### src/rtl/line_buff_ctrl.sv
// Sequencer for a 4-deep line-buffer bank feeding a 3-row window: shared column
// address, one-hot write strobes, rotating write target and window row mapping.
module line_buff_ctrl #(
    parameter int LINE_WIDTH = 1600,
    parameter int ADDR_W     = 11
) (
    input  logic              clk,
    input  logic              rst,
    input  logic              pix_valid,
    input  logic              h_sync,
    input  logic              v_sync,
    output logic [ADDR_W-1:0] address,
    output logic [3:0]        write_enable,
    output logic [1:0]        wr_sel,
    output logic [1:0]        rd_top,
    output logic [1:0]        rd_mid,
    output logic [1:0]        rd_bot,
    output logic              window_valid,
    output logic              overflow
);

    typedef enum logic [1:0] {IDLE, FILL, RUN} state_t;

    localparam logic [ADDR_W-1:0] LAST_COL = ADDR_W'(LINE_WIDTH - 1);

    state_t     state;
    logic [1:0] lines_done;
    logic       line_full;
    logic       line_has_data;
    logic       accept;
    logic       line_end;

    assign accept = pix_valid && !v_sync && !line_full;
    // A pixel arriving with h_sync still marks the line as non-empty.
    assign line_end = h_sync && !v_sync && (line_has_data || accept);

    assign write_enable = accept ? (4'b0001 << wr_sel) : 4'b0000;
    assign window_valid = accept && (state == RUN);

    assign rd_top = wr_sel + 2'd1;
    assign rd_mid = wr_sel + 2'd2;
    assign rd_bot = wr_sel + 2'd3;

    always_ff @(posedge clk or posedge rst) begin
        if (rst) begin
            state         <= IDLE;
            address       <= '0;
            wr_sel        <= '0;
            lines_done    <= '0;
            line_full     <= 1'b0;
            line_has_data <= 1'b0;
            overflow      <= 1'b0;
        end else if (v_sync) begin
            state         <= IDLE;
            address       <= '0;
            wr_sel        <= '0;
            lines_done    <= '0;
            line_full     <= 1'b0;
            line_has_data <= 1'b0;
            overflow      <= 1'b0;
        end else begin
            if (pix_valid && line_full)
                overflow <= 1'b1;

            if (line_end) begin
                address       <= '0;
                wr_sel        <= wr_sel + 2'd1;
                line_full     <= 1'b0;
                line_has_data <= 1'b0;
                if (lines_done != 2'd3)
                    lines_done <= lines_done + 2'd1;
            end else if (accept) begin
                line_has_data <= 1'b1;
                // Last column holds the address so the next pixel is caught as overflow.
                if (address == LAST_COL)
                    line_full <= 1'b1;
                else
                    address <= address + 1'b1;
            end

            case (state)
                IDLE:    if (accept) state <= FILL;
                FILL:    if (line_end && lines_done == 2'd2) state <= RUN;
                RUN:     state <= RUN;
                default: state <= IDLE;
            endcase
        end
    end

endmodule

### config.mk
export PLATFORM = sky130hd
export DESIGN_NAME = line_buff_ctrl
export DESIGN_NICKNAME = d
export VERILOG_FILES = /design/src/rtl/line_buff_ctrl.sv
export SDC_FILE = /design/constraint.sdc
export NUM_CORES = 1
export LEC_CHECK = 0
export BUFFER_PORTS_ARGS = -buffer_cell sky130_fd_sc_hd__buf_2
export CELL_PAD_IN_SITES_DETAIL_PLACEMENT = 1
export CELL_PAD_IN_SITES_GLOBAL_PLACEMENT = 1
export CORE_MARGIN = 10
export CORE_UTILIZATION = 39
export CTS_BUF_LIST = sky130_fd_sc_hd__clkbuf_8
export DETAILED_ROUTE_END_ITERATION = 10
export HOLD_SLACK_MARGIN = 0.08
export PLACE_DENSITY_LB_ADDON = 0.08
export SLEW_MARGIN = 20
export SYNTH_ARGS = -nofsm -noshare
export SYNTH_HDL_FRONTEND = slang
export SYNTH_SLANG_ARGS = --single-unit
### constraint.sdc
create_clock -name clk -period 1.9 [get_ports clk]
set_input_delay 0.285 -clock clk [delete_from_list [all_inputs] [get_ports clk]]
set_output_delay 0.285 -clock clk [all_outputs]
set_load 0.02 [all_outputs]
-- Word level (Yosys, flattened, before mapping)
Index checks and enable logic that the tools add are counted.
- equality and inequality tests: 8
- shifts and indexed selects: 1
- add/sub/neg operators: 5
- reductions and logical operators: 20
- muxes and demuxes: 23
- operators by type and width (cell ; number):
    11-bit 2-to-1 mux ; 4
    2-bit 2-to-1 mux ; 8
    11-bit by 1-bit adder with 11-bit output (second input constant) ; 1
    11-bit equality test (second input constant) ; 1
    1-bit 2-to-1 mux ; 9
    3-bit != test (second input constant) ; 3
    2-bit AND reduction ; 4
    1-bit logical AND ; 7
    2-bit one-hot mux with 3 select lines ; 1
    2-bit nonzero test ; 3
    3-bit nonzero test ; 2
    2-bit by 1-bit adder with 2-bit output (second input constant) ; 2
    2-bit adder (second input constant) ; 2
    2-bit equality test (second input constant) ; 2
    4-bit 2-to-1 mux ; 1
    1-bit by 2-bit << shifter with 4-bit output (first input constant) ; 1
    2-bit by 1-bit equality test with 1-bit output (second input constant) ; 1
    1-bit zero test ; 2
    2-bit zero test ; 1
    2-bit != test (second input constant) ; 1
    1-bit logical OR ; 1
- flip-flop bits (word level): 20
- output and inout bits: 25
- bits of input ports: 5
- logic and storage cells: 64

-- Longest topological paths before layout
- depth in word-level cells: 9
- gate-level depth with buffers: 6
- depth with buffers taken out: 5

-- Least setup slack after synthesis
Ideal clock, no wire load.
- kind: reg2reg
- from: register address[0]
- to: register address[9]
- library setup time: 79 ps
- data required time: 1821 ps
- data arrival time: 1616 ps
- path slack: 205 ps
- stages on the path, launching flop included: 7
- buffers on the path: 1
- clock period less this slack: 1695 ps
- path through: dfrtp_1 -> ha_1 -> nand2_1 -> nor4_4 -> buf_4 -> nor4_1 -> mux2i_1
- word-level cells in the longest chain between the ends: 5
- elaborated cells on any way between the ends: 8
- those cells by class: add/sub: 1; eq/ne: 2; mux: 4; reduce/logical: 1
- RTL lines (what ; RTL line ; text):
    from (decl) ; 12 ; output logic [ADDR_W-1:0] address,
    from (signal assigned) ; 78 ; address <= address + 1'b1;
    11-bit by 1-bit adder with 11-bit output ; 78 ;
    11-bit 2-to-1 mux ; 75 ; if (address == LAST_COL)
    11-bit 2-to-1 mux ; 72 ; end else if (accept) begin
    11-bit 2-to-1 mux ; 65 ; if (line_end) begin
    11-bit 2-to-1 mux ; 53 ; end else if (v_sync) begin
Parallel ways exist; a longest one is shown, timed or not. The select of a mux whose other input is x is not followed.
A chain may end at the register's enable or synchronous reset.

-- Worst setup path after layout
Same ends and word-level chain as after synthesis.

==> flow_summary.ini <==
[power_and_ir_drop]
clkPwrFrac_pct = 32.1
total_power_mw = 1.03
pwr-share-seq_pct = 45.0
peakVddDrop_v = 0.000401
p_per_area_mw_per_mm2 = 672
p_leak_nw = 0.725
swShare_pct = 29.6
p_int_mw = 0.724
p_comb_share_pct = 22.9
switchingPower_mw = 0.304

[timing]
timing.setup.tns_ns = 0
min_period_ns = 1.74
rsz0062_at_grt = no
slew_violations = 0
worstMarginPinSlew_ns = 0.478
hold_viol_final = 0
relSlewSlack_pct = 68.0
setup_slack_ns = 0.162
setup_violations = 0
max_freq_mhz = 575
fin_crit_sh_pct = 91.5
finalClockSkew_ns = 0.00132

[die]
start_util_pct = 40.7
die_h_um = 76.5
die_w_um = 76.5
coreArea_sq_mm = 0.00305
die_area_sq_mm = 0.00585
boundaryPins = 30
row_count = 20

[clock_tree]
clock_latency_ns = 0.26
htreeDepth = 1
cts.sinks = 20
clk_pin_slew_ns = 0.08
cts_tree = built
cts_setup_buffers = 0
cts_buffers = 3
cts-root-buf = clkbuf_8
clock_path_buffers = 2

[critical_path]
cp_data_arrival_time_ns = 1.92
crit_type = flop to flop
crit_required_ns = 2.08
startpoint_type = flop
path_depth = 6
r2r_end = address[9]
slowest_stage = dfrtp_1
reg2regPathDepth = 6
crit_path_cell_trace = ha_1 -> nand2_1 -> nor4_4 -> buf_4 -> nor4_2 -> mux2i_1
ff2ff_setup_slack_ns = 0.16
critPathMaxStageDelay_ns = 0.39
r2r_start = address[0]
cp-end-kind = flop
cp_top_family = simple AND/OR/NAND/NOR gates
critPathBufInv = 1
cp_max_fo = 12

[synthesis]
synth_area_per_cell_sq_um = 9.49
synth_area_leaders = dfrtp_1 (40%), ha_1 (11%), a21oi_1 (3.6%)
netlist_area_sq_mm = 0.00124
synth_edf_count = 0
ys_seq_elements = 20
ys.flop_type = dfrtp_1
async_flop_share_pct = 100
yosysTopAreaCell = dfrtp_1
synth_common_cells = dfrtp_1 (20), ha_1 (11), a21oi_1 (9), inv_1 (9), nand2_1 (9)
syn-num-nets = 147
synth_cell_type_count = 35
ys_seq_area_share_pct = 40.2
yosys_warnings = 0
netlist.area_leader.share_pct = 40.2
yosysMostFrequentCell = dfrtp_1
syn_inst = 131

[placement]
detailed_place_hpwl_um = 2440
pre_cts_ws_ns = 0.0851
gp_congestion = 0.799
placedCellCount = 205
portBuffers = 29

[flow_run]
cap_viol_max_count = 0

[routing]
wl_um = 3160
final_antenna_net_count = 0
vias_per_cell = 5.27
routedWlPerCell_um = 15.0
route.vias.total = 1106
drt-initial-drc-count = 55
drc = 0
dr.pass1.iters = 2

[grt]
grt_pass1_wl_um = 5380
grt_max_degree = 21
grt_pass1_vias = 1136
grt_use_total_pct = 10.9
grt_antenna_before_repair = 0
gr-total-overflow = 0

[min_path]
worstHoldPathCells = 2
holdCritPathClass = primary input to flop
min_to = wr_sel[0]
min_from = v_sync

[final_layout]
nNetsFinal = 183
areaGrowthSynthToFinish_pct = 23.1
fillCellCount = 364
multiInputGateArea_sq_um = 664
diodes = 0
final_cells = 210
drive_gt1_share_pct = 29.5
regArea_sq_um = 500

[run_status]
status = finished clean
==> power groups by stage <==
stage	registers, mW	clock network [mW]	logic [mW]
after floorplan	0.475	0	0.172
final	0.463	0.330	0.235
after global placement	0.471	0	0.233
after detailed placement	0.472	0	0.238
after CTS	0.464	0.337	0.241
after global routing	0.467	0.355	0.272
==> cells by family (layout without fill, tap and decap cells) <==
logic type / after synthesis / after routing / share of synthesized area [%]
buf+inv: 17 / 52 / 6.84
flops: 20 / 20 / 40.2
fa+ha+maj: 11 / 11 / 11.1
compound gates: 22 / 22 / 11.1
simple gates: 53 / 53 / 24.7
mux: 4 / 4 / 3.22
xor+xnor: 4 / 4 / 2.82
==> per-stage QoR <==
| stage | hold WS [ns] | instance area (sq um) | util [%] |
|---|---|---|---|
| after global placement | 0.330 | 1460 | 47.8 |
| after detailed placement | 0.330 | 1460 | 47.8 |
| after global routing | 0.298 | 1530 | 50.2 |
| final | 0.269 | 1530 | 50.2 |
| after CTS | 0.267 | 1530 | 50.0 |
| after floorplan | 0.249 | 1240 | - |
==> how the worst max path moves through the flow <==
| stage | start | endpoint | slack [ns] |
|---|---|---|---|
| floorplan | address[0] | address[9] | 0.20 |
| global placement | address[0] | address[9] | 0.17 |
| detailed placement | address[0] | address[9] | 0.09 |
| CTS | address[0] | address[9] | 0.07 |
| global route | address[0] | address[9] | 0.05 |
| finish | address[0] | address[9] | 0.16 |
==> what timing repair did <==
item	4_1_cts	5_1_grt
hold buffers	1	0
hold endpoints to repair	20	0
setup endpoints to repair	0	1
gates resized for setup	0	1
==> layer usage <==
metal	vias up	global-route usage (%)	part of all wire [%]
met2	13	19.7	54
met5	-	0	0
met3	4	2.24	2.5
met4	0	3.90	1.1
li1	528	-	-
met1	561	12.3	43
==> layout by cell type, fill, tap and decap left out, types with 2 or more instances in the layout <==
cell	n
a21oi_1	9
and2_1	5
buf_2	29
buf_4	9
clkbuf_8	4
dfrtp_1	20
ha_1	11
inv_1	9
mux2i_1	4
nand2_1	9
nand3_1	5
nand4_1	4
nor2_1	7
nor2_2	2
nor3_1	3
nor3b_1	2
nor4_1	2
o2111ai_1	2
o21a_1	2
o21ai_0	5
or3_1	5
xnor2_1	4
==> area by class of cell <==
class / instances / share of cell area (%)
well taps: 44 / 3.59
multi-input cells: 94 / 43.4
flip-flops and latches: 20 / 32.7
clock buffers: 4 / 3.59
repair buffers: 39 / 14.5
inverters: 9 / 2.21
==> registers in the layout, summed over array words and instances, names as in the netlist <==
register / cells
wr_sel: 2
address: 11
line_has_data: 1
overflow: 1
line_full: 1
lines_done: 2
state: 2
==> worst register-to-register path: stages (launching register included) <==
cell	delay [ns]
dfrtp_1	0.39
ha_1	0.26
nand2_1	0.20
nor4_4	0.06
buf_4	0.18
nor4_2	0.32
mux2i_1	0.24
No activity file was read; power rests on OpenSTA's default activity.
